==> config.mk <==
export PLATFORM = sky130hd
export DESIGN_NAME = blit_scheduler_flat
export DESIGN_NICKNAME = d
export VERILOG_FILES = /design/src/rtl/blit_scheduler_if.sv /design/src/rtl/blit_scheduler.sv /design/src/flat_wrapper.sv
export SDC_FILE = /design/constraint.sdc
export NUM_CORES = 1
export LEC_CHECK = 0
export CAP_MARGIN = 15
export CORE_MARGIN = 1.5
export CORE_UTILIZATION = 55
export CTS_CLUSTER_SIZE = 28
export DETAILED_ROUTE_END_ITERATION = 10
export DONT_BUFFER_PORTS = 1
export PLACE_DENSITY = 0.67
export SLEW_MARGIN = 40
export SYNTH_ARGS = -nofsm -noshare
export SYNTH_HDL_FRONTEND = slang
export SYNTH_SLANG_ARGS = --single-unit
export TNS_END_PERCENT = 5
==> constraint.sdc <==
create_clock -name clk -period 4.35 [get_ports clk]
set_input_delay 1.0875 -clock clk [delete_from_list [all_inputs] [get_ports clk]]
set_output_delay 1.0875 -clock clk [all_outputs]
set_load 0.005 [all_outputs]
==> src/rtl/blit_scheduler_if.sv <==
// blit_scheduler_if: CPU command handshake plus blitter operand/handshake bundle.
interface blit_scheduler_if;
    logic        cmd_valid;
    logic        cmd_ready;
    logic [2:0]  cmd_op;
    logic [11:0] cmd_src;
    logic [3:0]  cmd_height;
    logic [6:0]  cmd_x;
    logic [5:0]  cmd_y;
    logic [2:0]  blit_op;
    logic [11:0] blit_src;
    logic [3:0]  blit_srcHeight;
    logic [6:0]  blit_destX;
    logic [5:0]  blit_destY;
    logic        blit_enable;
    logic        blit_ready;
    logic        blit_collision;
    modport slave (
        input  cmd_valid, cmd_op, cmd_src, cmd_height, cmd_x, cmd_y, blit_ready, blit_collision,
        output cmd_ready, blit_op, blit_src, blit_srcHeight, blit_destX, blit_destY, blit_enable
    );
    modport master (
        output cmd_valid, cmd_op, cmd_src, cmd_height, cmd_x, cmd_y, blit_ready, blit_collision,
        input  cmd_ready, blit_op, blit_src, blit_srcHeight, blit_destX, blit_destY, blit_enable
    );
endinterface

==> src/rtl/blit_scheduler.sv <==
// blit_scheduler: blit command FIFO and one-at-a-time issue sequencer with vblank gating,
// busy timeout and sticky collision flag.
module blit_scheduler #(
    parameter int DEPTH   = 4,
    parameter int TIMEOUT = 15
) (
    input  logic                     clk,
    input  logic                     rst_n,
    input  logic                     vblank,
    input  logic                     gate_vblank,
    input  logic                     coll_clear,
    blit_scheduler_if.slave          bus,
    output logic                     busy,
    output logic                     done,
    output logic                     collision,
    output logic [$clog2(DEPTH):0]   pending
);
    localparam int AW = $clog2(DEPTH);
    localparam int CW = $clog2(TIMEOUT + 1);
    typedef enum logic [1:0] {IDLE, ISSUE, WAIT_BUSY, WAIT_DONE} state_t;
    state_t state, state_nxt;
    logic [31:0] mem [DEPTH];
    logic [AW:0] wr, rd, wr_nxt, rd_nxt;
    logic [CW-1:0] cnt;
    logic push, pop, retire, empty;
    assign push            = bus.cmd_valid && bus.cmd_ready;
    assign empty           = wr == rd;
    assign wr_nxt          = wr + (AW + 1)'(push);
    assign rd_nxt          = rd + (AW + 1)'(pop);
    assign pending         = wr - rd;
    assign busy            = !empty || state != IDLE;
    assign bus.blit_enable = state == ISSUE;
    always_comb begin
        state_nxt = state;
        pop       = 1'b0;
        retire    = 1'b0;
        case (state)
            IDLE: if (!empty && bus.blit_ready && (!gate_vblank || vblank)) begin
                state_nxt = ISSUE;
                pop       = 1'b1;
            end
            ISSUE: state_nxt = WAIT_BUSY;
            // A blitter that never reports busy is assumed to have finished instantly.
            WAIT_BUSY: if (!bus.blit_ready) state_nxt = WAIT_DONE;
                else if (cnt == CW'(TIMEOUT - 1)) begin
                    state_nxt = IDLE;
                    retire    = 1'b1;
                end
            default: if (bus.blit_ready) begin
                state_nxt = IDLE;
                retire    = 1'b1;
            end
        endcase
    end
    always_ff @(posedge clk)
        if (push) mem[wr[AW-1:0]] <= {bus.cmd_op, bus.cmd_src, bus.cmd_height, bus.cmd_x, bus.cmd_y};
    always_ff @(posedge clk or negedge rst_n)
        if (!rst_n) begin
            state          <= IDLE;
            wr             <= '0;
            rd             <= '0;
            cnt            <= '0;
            bus.cmd_ready  <= 1'b1;
            done           <= 1'b0;
            collision      <= 1'b0;
            {bus.blit_op, bus.blit_src, bus.blit_srcHeight, bus.blit_destX, bus.blit_destY} <= '0;
        end else begin
            state          <= state_nxt;
            wr             <= wr_nxt;
            rd             <= rd_nxt;
            cnt            <= state == WAIT_BUSY ? cnt + 1'b1 : '0;
            // Registered from the post-update pointers so a full FIFO never sees a push.
            bus.cmd_ready  <= (wr_nxt ^ rd_nxt) != (AW + 1)'(DEPTH);
            done           <= retire;
            collision      <= (retire & bus.blit_collision) | (collision & !coll_clear);
            if (pop)
                {bus.blit_op, bus.blit_src, bus.blit_srcHeight, bus.blit_destX, bus.blit_destY} <= mem[rd[AW-1:0]];
        end
endmodule

==> src/flat_wrapper.sv <==
// flat-port wrapper written by rule: the top's interface ports become plain ports
module blit_scheduler_flat 
#(
    parameter int DEPTH   = 4,
    parameter int TIMEOUT = 15
)
  (clk, rst_n, vblank, gate_vblank, coll_clear, busy, done, collision, pending, bus_cmd_valid, bus_cmd_op, bus_cmd_src, bus_cmd_height, bus_cmd_x, bus_cmd_y, bus_blit_ready, bus_blit_collision, bus_cmd_ready, bus_blit_op, bus_blit_src, bus_blit_srcHeight, bus_blit_destX, bus_blit_destY, bus_blit_enable);
  blit_scheduler_if bus_i ();
  input  logic clk;
  input  logic rst_n;
  input  logic vblank;
  input  logic gate_vblank;
  input  logic coll_clear;
  output logic busy;
  output logic done;
  output logic collision;
  output logic [$clog2(DEPTH):0] pending;
  input wire logic [$bits(bus_i.cmd_valid)-1:0] bus_cmd_valid;
  input wire logic [$bits(bus_i.cmd_op)-1:0] bus_cmd_op;
  input wire logic [$bits(bus_i.cmd_src)-1:0] bus_cmd_src;
  input wire logic [$bits(bus_i.cmd_height)-1:0] bus_cmd_height;
  input wire logic [$bits(bus_i.cmd_x)-1:0] bus_cmd_x;
  input wire logic [$bits(bus_i.cmd_y)-1:0] bus_cmd_y;
  input wire logic [$bits(bus_i.blit_ready)-1:0] bus_blit_ready;
  input wire logic [$bits(bus_i.blit_collision)-1:0] bus_blit_collision;
  output wire logic [$bits(bus_i.cmd_ready)-1:0] bus_cmd_ready;
  output wire logic [$bits(bus_i.blit_op)-1:0] bus_blit_op;
  output wire logic [$bits(bus_i.blit_src)-1:0] bus_blit_src;
  output wire logic [$bits(bus_i.blit_srcHeight)-1:0] bus_blit_srcHeight;
  output wire logic [$bits(bus_i.blit_destX)-1:0] bus_blit_destX;
  output wire logic [$bits(bus_i.blit_destY)-1:0] bus_blit_destY;
  output wire logic [$bits(bus_i.blit_enable)-1:0] bus_blit_enable;
  assign bus_i.cmd_valid = bus_cmd_valid;
  assign bus_i.cmd_op = bus_cmd_op;
  assign bus_i.cmd_src = bus_cmd_src;
  assign bus_i.cmd_height = bus_cmd_height;
  assign bus_i.cmd_x = bus_cmd_x;
  assign bus_i.cmd_y = bus_cmd_y;
  assign bus_i.blit_ready = bus_blit_ready;
  assign bus_i.blit_collision = bus_blit_collision;
  assign bus_cmd_ready = bus_i.cmd_ready;
  assign bus_blit_op = bus_i.blit_op;
  assign bus_blit_src = bus_i.blit_src;
  assign bus_blit_srcHeight = bus_i.blit_srcHeight;
  assign bus_blit_destX = bus_i.blit_destX;
  assign bus_blit_destY = bus_i.blit_destY;
  assign bus_blit_enable = bus_i.blit_enable;
  blit_scheduler #(.DEPTH(DEPTH), .TIMEOUT(TIMEOUT)) u_core (.clk(clk), .rst_n(rst_n), .vblank(vblank), .gate_vblank(gate_vblank), .coll_clear(coll_clear), .bus(bus_i), .busy(busy), .done(done), .collision(collision), .pending(pending));
endmodule
==> impl_metrics.py <==
metrics = {
    "status": {
        "status": "completed",
    },
    "layout": {
        "final_cell_mix": "edfxtp_1 (128), dfrtp_1 (44), mux4_2 (32)",
        "nets": 369,
        "layout_commonest_cell": "edfxtp_1",
        "antenna_cells": 0,
        "area_growth_pct": 11.44,
        "drive_gt1_share_pct": 32.13,
        "fillers": 841,
    },
    "synthesis": {
        "ys_seq_area_share_pct": 75.12,
        "synthesis.nets": 353,
        "synth_ff_type": "edfxtp_1",
        "yosys.cell_types.count": 29,
        "synth_edf_count": 128,
        "async_flop_share_pct": 26.86,
        "ys_seq_elements": 175,
        "yosysWarnings": 0,
        "avgSynthCellArea_um2": 21.99,
        "syn_area_mm2": 0.006684,
        "netlist_instances": 304,
    },
    "critical_path": {
        "cp-start-kind": "flip-flop",
        "worst-path-buf-inv": 1,
        "critPathTopFamily": "adder cells",
        "arrival_ps": 1820,
        "cp_cell_sequence": "buf_4 -> fa_1 -> xnor2_1",
        "cp_slowest_cell": "fa_1",
        "slowest_delay_ps": 480,
        "critPathMaxFanout": 34,
        "crit_type": "flip-flop to output port",
        "critical_path.endpoint_type": "output port",
        "crit_required_ps": 3260,
    },
    "power": {
        "total_power_mw": 5.131,
        "power.leakage_nw": 2.771,
        "p_per_area_mw_per_mm2": 688.9,
        "irDropWorstVdd_mv": 0.3577,
        "p_int_mw": 3.740,
        "p_seq_share_pct": 48.4,
        "p_comb_share_pct": 25.5,
        "netSwitchingFraction_pct": 27.11,
        "p_clk_share_pct": 26.0,
        "p_sw_mw": 1.391,
    },
    "global_route": {
        "grt_pass1_vias": 3157,
        "grt_pass1_wl_um": 16990,
        "antenna_found_initial": 0,
        "grt_overflow": 0,
        "grt_use_total_pct": 18.57,
        "grt_max_degree": 48,
    },
    "detailed_routing": {
        "vias": 2768,
        "ant_nets": 0,
        "dr.first_iter.drc_count": 123,
        "avgViaCountPerCell": 5.767,
        "first_pass_iters": 4,
        "routed_wl_um": 10750,
        "route.detailed.drc": 0,
        "wl_per_cell_um": 22.40,
    },
    "floorplanning": {
        "pin_count": 80,
        "die_w_um": 113.2,
        "dieArea_mm2": 0.01282,
        "chipHeight_um": 113.2,
        "core_mm2": 0.01191,
        "start_util_pct": 56.11,
        "num_rows": 40,
    },
    "sta": {
        "setup_viol": 0,
        "relSlewSlack_pct": 55.30,
        "fin_setup_tns_ps": 0,
        "fmax_mhz": 343.5,
        "rsz0062_at_grt": "false",
        "hold_viol_final": 0,
        "worst_pin_slew_ps": 670.6,
        "min_period_ps": 2911,
        "period_share_pct": 66.93,
        "skew_ps": 6.456,
        "finalMaxSlewViolations": 0,
    },
    "clocking": {
        "cts_hold_buffers": 0,
        "cts_setup_buffers": 0,
        "ctsResizeCount": 0,
        "cts_max_path_buffers": 2,
        "numCtsBuffers": 17,
        "clk_pin_slew_worst_paths_ps": 60,
        "clock-sinks": 175,
        "clk_latency_ps": 420,
        "htree_num_levels": 4,
        "cts_tree": "yes",
        "root_buffer": "clkbuf_16",
    },
    "worst_hold_path": {
        "hp-class": "primary input to asynchronous set/reset pin",
    },
    "placement": {
        "hpwl_um": 6341,
        "gp_congestion": 0.6800,
        "numPortBuffers": 0,
    },
    "flow_run": {
        "cap_viol_max_count": 0,
    },
}
-- power by group through the flow --
stage	clock network, mW	logic [mW]	registers (mW)
2_1_floorplan	0	1.06	2.45
3_3_place_gp	0	1.26	2.51
3_5_place_dp	0	1.34	2.52
4_1_cts	1.36	1.34	2.49
5_1_grt	1.43	1.43	2.54
6_report	1.34	1.31	2.48
-- worst reg2reg max path, cell delays in order (launching register included) --
cell and delay [ps]:
dfrtp_1 430, inv_1 70, ha_1 320, a311o_2 170, buf_4 540, inv_1 130
ha_1 230, ha_1 190, xor2_1 220, xnor2_1 100, or3_1 380
-- routing by layer --
| layer | global-route usage, % | vias to the layer above | wire, um |
|---|---|---|---|
| li1 | - | 1222 | - |
| met1 | 20.82 | 1461 | 4240 |
| met2 | 32.00 | 66 | 5615 |
| met3 | 7.284 | 19 | 693 |
| met4 | 7.500 | 0 | 200 |
| met5 | 0 | - | 0 |
-- through the flow --
step	cells	util, %	instance area (um^2)	worst slack, ps	hold WS, ps
final	480	62.53	7448	1439	359.6
after CTS	480	62.53	7448	1401	343.7
after global placement	444	57.33	6829	1133	469.6
after floorplan	304	-	6684	524.6	452.9
after detailed placement	448	58.15	6927	1022	476.1
after global routing	480	62.53	7448	1264	339.0
-- cells in the mapped netlist, drive strengths merged (4+ instances only) --
library cell | n | share of area [%]
buf | 7 | 1.3
clkbuf | 5 | 0.28
dfrtp | 46 | 17
edfxtp | 128 | 58
ha | 8 | 1.5
inv | 10 | 0.56
mux2 | 32 | 7.0
mux4 | 32 | 11
nor2 | 9 | 0.51
xnor2 | 4 | 0.52
xor2 | 5 | 0.66
-- cell families (layout without fill, tap and decap cells) --
kind of cell    Yosys count  in the layout  synth area share (%)
buf+inv                  22             51                 2.134
mux                      64             64                 17.75
xor+xnor                  9              9                 1.179
compound gates            4              4                0.4493
flops                   175            175                 75.12
simple gates             21             21                 1.573
fa+ha+maj                 9              9                 1.797
-- final cells by class --
class	count	area [um^2]	share of cell area (%)
Tap cell	147	183.9	2.469
Clock inverter	7	36.28	0.4871
Inverter	10	37.54	0.5039
Sequential cell	175	5024	67.45
Multi-Input combinational cell	107	1546	20.76
Clock buffer	25	485.5	6.518
Timing Repair Buffer	9	135.1	1.814
-- sequential cells by signal, summed over array words and instances (netlist names) --
name,flops
u_core.mem,128
u_core.bus.blit_src,12
u_core.bus.blit_destX,7
u_core.bus.blit_destY,6
u_core.bus.blit_srcHeight,4
u_core.cnt,4
u_core.bus.blit_op,3
u_core.rd,3
u_core.wr,3
u_core.state,2
u_core.bus.cmd_ready,1
u_core.collision,1
u_core.done,1
-- final timing paths --
check | endpoint | from | depth (start not counted) | slack [ps]
setup / recovery | pending[2] | u_core.rd[1] | 3 | 1440
hold reg to reg | u_core.cnt[0] | u_core.cnt[0] | 1 | 490
min in group clk | u_core.cnt[0] | u_core.cnt[0] | 1 | 490
setup reg to reg | u_core.bus.cmd_ready | u_core.wr[0] | 10 | 1480
hold / removal | u_core.bus.blit_destX[5] | rst_n | 0 | 360
max in group asynchronous | u_core.bus.cmd_ready | rst_n | 0 | 3810
Power figures use the tool's default switching activity.
==> patch: new RTL, config.mk and constraints unchanged <==
`DEPTH` is set to 4 in 2 places; all go to 8.
--- a/src/rtl/blit_scheduler.sv
+++ b/src/rtl/blit_scheduler.sv
@@ -3,3 +3,3 @@
 module blit_scheduler #(
-    parameter int DEPTH   = 4,
+    parameter int DEPTH   = 8,
     parameter int TIMEOUT = 15
--- a/src/flat_wrapper.sv
+++ b/src/flat_wrapper.sv
@@ -3,3 +3,3 @@
 #(
-    parameter int DEPTH   = 4,
+    parameter int DEPTH   = 8,
     parameter int TIMEOUT = 15
Ports: changed (resized pending); port bits go from 80 to 81. The function was not compared with the original's and may differ.
==> patch against the unedited design <==
- design area increased by 79%
- synthesized cell count increased by 96%
- routed wire length increased by 100%
- setup slack got worse by 200 ps
- core utilization increased by 0.62 points
- total power increased by 74%
- sequential cell count increased by 130
- synthesized area increased by 79%
- critical path type unchanged
- critical endpoint is now pending[1]
==> patch: results <==
[outcome]
status = "finished, final reports clean"

[clocking]
insertion_delay_ps = 540
clk_pin_slew_ps = 60
htree_num_levels = 1

[critical_path]
cp_slowest_cell = "buf_6"
cp_top_family = "buffers and inverters"
worstReg2RegStart = "u_core.rd[0]"
crit_arrival_ps = 2030
crit_path_max_fanout = 67
max_stage_delay_ps = 520

[grt]
grt_pass1_wl_mm = 34.1
grt_pass1_vias = 5777
met2_usage = 0.337
grtUsageTotal = 0.205
grt_max_degree = 68
met3_usage = 0.0482
use_met1 = 0.279

[placement]
dp_slack_ps = 1310
gp_congestion = 0.725
placed_cell_area_um2 = 12400
place_hpwl_mm = 13.1

[cells_and_area]
drive_above_1_share = 0.258
num-fill-cells = 1433
layout.nets = 674
largest_register_ffs = 256

[yosys]
synth_commonest_cells = "256 x edfxtp_1, 103 x nand2_1, 60 x mux4_2"
synth.area.top_cells = "edfxtp_1 64%, mux4_2 11%, dfrtp_1 10%"
syn_inst = 595
ys_types = 30
synth-edff-count = 256
synthArstFlopShare = 0.161
seq_area_frac_synth = 0.747

[timing]
fin_worst_skew_ps = 14.1
worstMarginPinSlew_ps = 791

[detailed_routing]
viasPerCell = 5.77
drtIter0Drc = 238
routed_wl_mm = 21.9
wl_per_cell_um = 23.7

[pwr]
max-vdd-ir-drop_mv = 0.363
-- patch: changes by cell type after synthesis, moves of 4 or more --
cell	change
buf_6	+4
edfxtp_1	+128
mux2_2	-4
mux2_4	+4
mux4_1	+4
mux4_2	+28
nand2_1	+101
nor2_1	+5
-- patch: cell type report --
type                       count  area, um^2  share of cell area
sequential                   305        8920               0.668
multi-input combinational    255        2790               0.209
clock buffer                  46         852              0.0638
tap                          275         344              0.0258
timing repair buffer          21         312              0.0233
clock inverter                11         103             0.00768
inverter                      10        37.5             0.00281
-- patch: cells by family (layout without fill, tap and decap cells) --
family | after synthesis | after routing | synth area share
flops | 305 | 305 | 0.747
simple gates | 131 | 131 | 0.0438
xor+xnor | 13 | 13 | 0.00954
compound gates | 5 | 5 | 0.00252
mux | 96 | 96 | 0.162
fa+ha+maj | 10 | 10 | 0.0111
buf+inv | 35 | 88 | 0.0239
-- patch: worst reg2reg max path: stages, from the launching register on --
cell	delay (ps)
dfrtp_4	410
buf_4	550
buf_4	660
mux4_1	650
nand2_1	90
nand2_1	60
mux2_4	250
-- patch: worst paths after layout --
kind	endpoint	slack (ps)	depth (start not counted)
setup reg to reg	u_core.bus.blit_destY[1]	1550	6
hold reg to reg	u_core.cnt[0]	500	1
hold / removal	u_core.bus.blit_src[7]	240	0
min in group clk	u_core.cnt[0]	500	1
max in group asynchronous	u_core.bus.cmd_ready	3920	0
setup / recovery	pending[1]	1230	3
-- patch: power groups by stage --
stage          combinational [mW]  sequential (mW)  clock [mW]
6_report                     2.40             4.02        2.48
5_1_grt                      2.65             4.08        2.65
4_1_cts                      2.47             4.03        2.53
3_5_place_dp                 2.46             4.09           0
3_3_place_gp                 2.31             4.06           0
2_1_floorplan                1.99             3.99           0
-- patch: routing by layer --
metal	vias to the layer above	wire length, um
li1	2352	-
met1	2778	9190
met2	153	10600
met3	40	1670
met4	0	404
met5	-	0
